`config.mk`:
```
export PLATFORM = sky130hd
export DESIGN_NAME = stream_mux_nx1_flat
export DESIGN_NICKNAME = d
export VERILOG_FILES = /design/src/rtl/stream_mux_nx1_if.sv /design/src/rtl/stream_mux_nx1.sv /design/src/flat_wrapper.sv
export SDC_FILE = /design/constraint.sdc
export NUM_CORES = 1
export LEC_CHECK = 0
export ABC_CLOCK_PERIOD_IN_PS = 2029
export CELL_PAD_IN_SITES_DETAIL_PLACEMENT = 1
export CELL_PAD_IN_SITES_GLOBAL_PLACEMENT = 1
export CORE_MARGIN = 1.5
export CORE_UTILIZATION = 24
export CTS_BUF_LIST = sky130_fd_sc_hd__clkbuf_8
export CTS_CLUSTER_SIZE = 24
export DETAILED_ROUTE_END_ITERATION = 7
export GPL_TIMING_DRIVEN = 0
export PLACE_DENSITY_LB_ADDON = 0.2
export SLEW_MARGIN = 10
export SYNTH_ARGS = -nofsm -noshare
export SYNTH_HDL_FRONTEND = slang
export SYNTH_SLANG_ARGS = --single-unit
```
`constraint.sdc`:
```
create_clock -name clk -period 2.03 [get_ports clk]
set_input_delay 0.406 -clock clk [delete_from_list [all_inputs] [get_ports clk]]
set_output_delay 0.406 -clock clk [all_outputs]
set_load 0.005 [all_outputs]
```
`src/rtl/stream_mux_nx1_if.sv`:
```
// Bundle of the stream multiplexer's channel and output signals.
// slave  : the multiplexer's view (accepts the N input streams, drives the output stream).
// master : the environment's view (producers + downstream consumer).
// Signals:
//   in_data   [N_IN*WIDTH]  channel i occupies bits [i*WIDTH +: WIDTH]
//   in_valid  [N_IN]        per-channel data valid
//   in_ready  [N_IN]        per-channel accept (combinational)
//   ctrl      [SEL_W]       explicit channel select (explicit-select mode only)
//   out_data  [WIDTH]       registered output data
//   out_valid               registered output valid
//   out_ready               downstream accept
//   sel_idx   [SEL_W]       registered index of the channel held in out_data
//   sel_err                 registered one-cycle out-of-range select pulse
interface stream_mux_nx1_if #(
   parameter int N_IN  = 6,
   parameter int WIDTH = 8
);
   localparam int SEL_W = $clog2(N_IN);

   logic [N_IN*WIDTH-1:0] in_data;
   logic [N_IN-1:0]       in_valid;
   logic [N_IN-1:0]       in_ready;
   logic [SEL_W-1:0]      ctrl;
   logic [WIDTH-1:0]      out_data;
   logic                  out_valid;
   logic                  out_ready;
   logic [SEL_W-1:0]      sel_idx;
   logic                  sel_err;

   modport slave (
      input  in_data, in_valid, ctrl, out_ready,
      output in_ready, out_data, out_valid, sel_idx, sel_err
   );

   modport master (
      output in_data, in_valid, ctrl, out_ready,
      input  in_ready, out_data, out_valid, sel_idx, sel_err
   );
endinterface

```
`src/rtl/stream_mux_nx1.sv`:
```
// N:1 stream multiplexer with one registered output stage.
// MODE=0 selects the channel named by ctrl; MODE=1 arbitrates round-robin.
// Ports:
//   clk    rising-edge clock
//   rst_n  asynchronous active-low reset
//   bus    stream_mux_nx1_if.slave (channel inputs, ctrl, output stream, sel_idx, sel_err)
//
// Handshake: a word moves across an interface on a clk edge where its valid
// and ready are both high. valid never depends on ready. in_ready depends
// combinationally on out_ready (and on in_valid in MODE=1); out_valid and
// out_data come only from registers.
module stream_mux_nx1 #(
   parameter int N_IN  = 6,
   parameter int WIDTH = 8,
   parameter int MODE  = 0
) (
   input logic            clk,
   input logic            rst_n,
   stream_mux_nx1_if.slave bus
);
   localparam int SEL_W = $clog2(N_IN);
   localparam logic [SEL_W:0] N_LIM = (SEL_W+1)'(N_IN);

   // Output stage state; out_valid is the state itself.
   localparam logic ST_EMPTY = 1'b0;
   localparam logic ST_FULL  = 1'b1;

   logic             state_q, state_d;
   logic [WIDTH-1:0] data_q, data_d;
   logic [SEL_W-1:0] idx_q, idx_d;
   logic [SEL_W-1:0] ptr_q, ptr_d;
   logic             err_q, err_d;

   logic             load_en;
   logic             ctrl_ok;
   logic             grant_vld;
   logic [SEL_W-1:0] grant_idx;
   logic [N_IN-1:0]  ready;
   logic             xfer;

   // Stage can take a new word when empty or when its word leaves this edge.
   assign load_en = (state_q == ST_EMPTY) | bus.out_ready;
   assign ctrl_ok = {1'b0, bus.ctrl} < N_LIM;

   always_comb begin : grant_logic
      logic [SEL_W:0] c;
      c         = '0;
      grant_vld = 1'b0;
      grant_idx = '0;
      if (MODE == 0) begin
         grant_vld = ctrl_ok;
         grant_idx = bus.ctrl;
      end else begin
         // Walk from farthest to nearest so the channel closest after ptr wins.
         for (int k = N_IN; k >= 1; k--) begin
            c = {1'b0, ptr_q} + (SEL_W+1)'(k);
            if (c >= N_LIM) c = c - N_LIM;
            if (bus.in_valid[c[SEL_W-1:0]]) begin
               grant_vld = 1'b1;
               grant_idx = c[SEL_W-1:0];
            end
         end
      end
   end

   always_comb begin
      for (int i = 0; i < N_IN; i++) begin
         ready[i] = load_en & grant_vld & (grant_idx == SEL_W'(i));
      end
   end

   assign xfer         = |(bus.in_valid & ready);
   assign bus.in_ready = ready;

   always_comb begin
      state_d = state_q;
      data_d  = data_q;
      idx_d   = idx_q;
      ptr_d   = ptr_q;
      err_d   = (MODE == 0) & load_en & ~ctrl_ok & (|bus.in_valid);
      if (xfer) begin
         state_d = ST_FULL;
         data_d  = bus.in_data[int'(grant_idx)*WIDTH +: WIDTH];
         idx_d   = grant_idx;
         if (MODE != 0) ptr_d = grant_idx;
      end else if (bus.out_ready) begin
         // Drain without reload: data and index keep their last value.
         state_d = ST_EMPTY;
      end
   end

   always_ff @(posedge clk or negedge rst_n) begin
      if (!rst_n) begin
         state_q <= ST_EMPTY;
         data_q  <= '0;
         idx_q   <= '0;
         ptr_q   <= SEL_W'(N_IN - 1);  // channel 0 gets first priority
         err_q   <= 1'b0;
      end else begin
         state_q <= state_d;
         data_q  <= data_d;
         idx_q   <= idx_d;
         ptr_q   <= ptr_d;
         err_q   <= err_d;
      end
   end

   assign bus.out_valid = (state_q == ST_FULL);
   assign bus.out_data  = data_q;
   assign bus.sel_idx   = idx_q;
   assign bus.sel_err   = err_q;
endmodule
```
`src/flat_wrapper.sv`:
```
// flat-port wrapper written by rule: the top's interface ports become plain ports
module stream_mux_nx1_flat 
#(
   parameter int N_IN  = 6,
   parameter int WIDTH = 8,
   parameter int MODE  = 0
)
  (clk, rst_n, bus_in_data, bus_in_valid, bus_ctrl, bus_out_ready, bus_in_ready, bus_out_data, bus_out_valid, bus_sel_idx, bus_sel_err);
  stream_mux_nx1_if #(.N_IN(N_IN), .WIDTH(WIDTH)) bus_i ();
  input logic clk;
  input logic rst_n;
  input wire logic [$bits(bus_i.in_data)-1:0] bus_in_data;
  input wire logic [$bits(bus_i.in_valid)-1:0] bus_in_valid;
  input wire logic [$bits(bus_i.ctrl)-1:0] bus_ctrl;
  input wire logic [$bits(bus_i.out_ready)-1:0] bus_out_ready;
  output wire logic [$bits(bus_i.in_ready)-1:0] bus_in_ready;
  output wire logic [$bits(bus_i.out_data)-1:0] bus_out_data;
  output wire logic [$bits(bus_i.out_valid)-1:0] bus_out_valid;
  output wire logic [$bits(bus_i.sel_idx)-1:0] bus_sel_idx;
  output wire logic [$bits(bus_i.sel_err)-1:0] bus_sel_err;
  assign bus_i.in_data = bus_in_data;
  assign bus_i.in_valid = bus_in_valid;
  assign bus_i.ctrl = bus_ctrl;
  assign bus_i.out_ready = bus_out_ready;
  assign bus_in_ready = bus_i.in_ready;
  assign bus_out_data = bus_i.out_data;
  assign bus_out_valid = bus_i.out_valid;
  assign bus_sel_idx = bus_i.sel_idx;
  assign bus_sel_err = bus_i.sel_err;
  stream_mux_nx1 #(.N_IN(N_IN), .WIDTH(WIDTH), .MODE(MODE)) u_core (.clk(clk), .rst_n(rst_n), .bus(bus_i));
endmodule
```
==> results.md <==
- Placed wire-length estimate: 3.43 mm
- HP Class: flip-flop to flip-flop
- Synth Area per Inst: 7.97 um^2
- Critical Path RT: 2.15 ns
- Max stage delay on crit path: 0.48 ns
- Dominant cell by count in the synthesized netlist: a21oi_1
- Final period util: 99.9%
- Pleak: 0.935 nW
- Antenna violations before repair: 0
- Worst-Margin Slew: 0.587 ns
- Die X: 70.5 um
- CP Cell Sequence: clkdlybuf4s50_1 -> mux4_2 -> nor3b_4 -> or2_1 -> buf_6 -> mux2_4
- Wirelength per Cell: 15.7 um
- Worst IR Drop VDD: 0.187 mV
- Worst reg2reg path startpoint: u_core.bus.out_valid$_DFFE_PN0P_
- Number of max-cap violations: 0
- Setup crit start kind: primary input
- Multi-input gate area: 749 um^2
- Share of layout cells above drive strength 1: 18.9%
- Int Power: 0.802 mW
- Seq pwr share: 31.6%
- Worst path slowest cell: mux4_2
- Die height: 70.5 um
- Predominant post-synthesis flop cell: dfrtp_1
- Final ANT Viol Nets: 0
- CP startpoint: bus_in_valid[1]
- First-pass GRT wire length: 6.89 mm
- Hold-fix buffers at CTS: 0
- Endpoints failing setup: 0
- Clk_skew: 0.00132 ns
- Net Count, Synth: 197
- Ant diodes: 0
- Top-area cell type share of the netlist area: 29.8%
- Total detailed-routing wirelength: 4.40 mm
- Register area: 325 um^2
- # DRC: 0
- Post-synth ARST share: 100%
- Hold path start: u_core.bus.out_data[7]$_DFFE_PN0P_
- Mapped Cells: 137
- First drt pass iteration count: 4
- CTS Sinks: 13
- Routed vias/inst: 4.88
- Routability cong.: 0.774
- # IOs: 79
- Pin count of the biggest net entering global routing: 20
- P per Cell Area: 518 nW/um^2
- Seq/Total Area, Yosys: 29.8%
- Synth-to-Final Area Change: 99.5%
- Max Slew Vio Count: 0
- Status: finished clean
- Combinational power share: 48.4%
- Synth Cell Area: 1090 um^2
- # rows: 24
- Vias in the first global route: 1444
- DIE AREA: 4960 um^2
- Endpoint class of the critical path: flip-flop
- Fmax: 493 MHz
- CTS Buffer Depth: 2
- Crit Path Max Fanout: 5
- CORE AREA: 4350 um^2
- Final WS setup: 0.00176 ns
- Pre-CTS setup slack: -1.41 ns
- Initial Util: 25.1%
- Cell accounting for the most synthesized area: dfrtp_1
- Drt first-iter violations: 21
- Clk pin slew, worst setup/hold paths: 0.05 ns
- Synth top cells by count: a21oi_1, nor3_1, dfrtp_1, nor2_1, mux2i_1
- Sw Pwr: 0.327 mW
- Arrival time worst endpoint: 2.15 ns
- GRT Overall Usage: 17.4%
- Port Buf Inserts: 77
- Number of H-tree levels: 1
- Crit path max-delay family: multiplexers
- Cells after DPL: 266
- Post-synth EDFFs: 0
- Cell variety after synth: 28
- Root buf cell: clkbuf_8
- Relative slew slack: 60.7%
- Clock Power Share: 20.0%
- Critical path type: primary input to flip-flop
- YS warnings: 0
- Num CTS Buffers: 3
- Switching portion of total power: 28.9%
- Clock Latency Late Sink: 0.24 ns
- Final hold violations: 0
- GRT overflow: 0
- Largest cells by area after synthesis: dfrtp_1, mux2i_1, a21oi_1, nor3_1, nand2b_1
- Crit path buffers/inverters: 2
- Cell Count, Final, Fillers Out: 280
- Fillers: 522
- WHS: 0.512 ns
- CTS tree: done
- #FFs+latches synth: 13
- Nets: 289
- Via count: 1367
- Final Critical Period: 2.03 ns
per-layer routing:
layer	wire, um	vias to the layer above	track usage [%]
met5	0	-	0
met2	2390	47	32.1
met4	19	0	4.91
li1	-	674	-
met1	1770	644	21.0
met3	218	2	2.16
registers in the layout (all words and copies together), names as in the netlist:
name and flops:
u_core.bus.out_valid 1, u_core.bus.out_data 8, u_core.bus.sel_err 1, u_core.bus.sel_idx 3
cell usage in the layout, fill, tap and decap left out, types with 2 or more instances in the layout:
master	synthesis	routed
clkdlybuf4s50_1	0	66
a21oi_1	16	16
nor3_1	15	15
dfrtp_1	13	13
buf_4	0	12
nor2_1	13	12
inv_1	9	10
mux2i_1	10	10
nand2_1	8	8
nand2b_1	8	7
o22ai_1	8	7
clkbuf_8	0	6
a31oi_1	7	6
dlygate4sd2_1	0	6
buf_2	2	3
buf_6	2	2
clkbuf_2	0	2
nor4b_4	0	2
nor3b_4	1	2
mux4_2	2	2
mux2_4	2	2
cells by family after synthesis:
family                 after synthesis  share of synthesized area [%]
AO/OA/AOI/OAI                       31                           15.9
buffers and inverters               21                           8.82
flip-flops                          13                           29.8
multiplexers                        15                           17.1
AND/OR/NAND/NOR                     57                           28.4
worst paths after layout:
check	endpoint	slack [ns]	cells after the start
max in group asynchronous	u_core.bus.sel_idx[2]$_DFFE_PN0P_	1.11	1
worst min-delay path	u_core.bus.out_data[7]$_DFFE_PN0P_	0.51	1
worst max-delay path	u_core.bus.out_data[7]$_DFFE_PN0P_	0.002	6
worst max register to register	u_core.bus.out_data[7]$_DFFE_PN0P_	0.25	6
min in group asynchronous	u_core.bus.out_data[7]$_DFFE_PN0P_	0.54	1
worst min register to register	u_core.bus.out_data[7]$_DFFE_PN0P_	0.51	1
area by class of cell:
cell class,instances,area share [%]
plain buffers,11,6.08
clock buffers,3,1.89
clock inverters,1,0.172
inverters,9,1.55
multi-input cells,103,34.4
flip-flops and latches,13,14.9
well taps,52,2.99
repair buffers,88,38.0
power by group through the flow:
stage	clock network (mW)	logic (mW)	registers (mW)
final	0.226	0.547	0.357
after floorplan	0	0.188	0.360
after CTS	0.229	0.526	0.355
after detailed placement	0	0.490	0.360
after global placement	0	0.480	0.356
after global routing	0.243	0.589	0.363
timing repair:
item	CTS	global route
resized for setup	43	15
buffers inserted	9	2
endpoints found under the setup margin	18	14
gates cloned	0	0
pin swaps	4	2
metrics by stage:
stage	util (%)	power (mW)	setup TNS, ns	cell area, um^2
2_1_floorplan	-	0.548	0	1090
3_3_place_gp	44.3	0.836	-12.80	1930
3_5_place_dp	44.3	0.850	-14.08	1930
4_1_cts	49.0	1.11	-0.0890	2130
5_1_grt	50.1	1.20	-0.000768	2180
6_report	50.1	1.13	0	2180
Note: power is estimated with default switching activity, not from simulation.
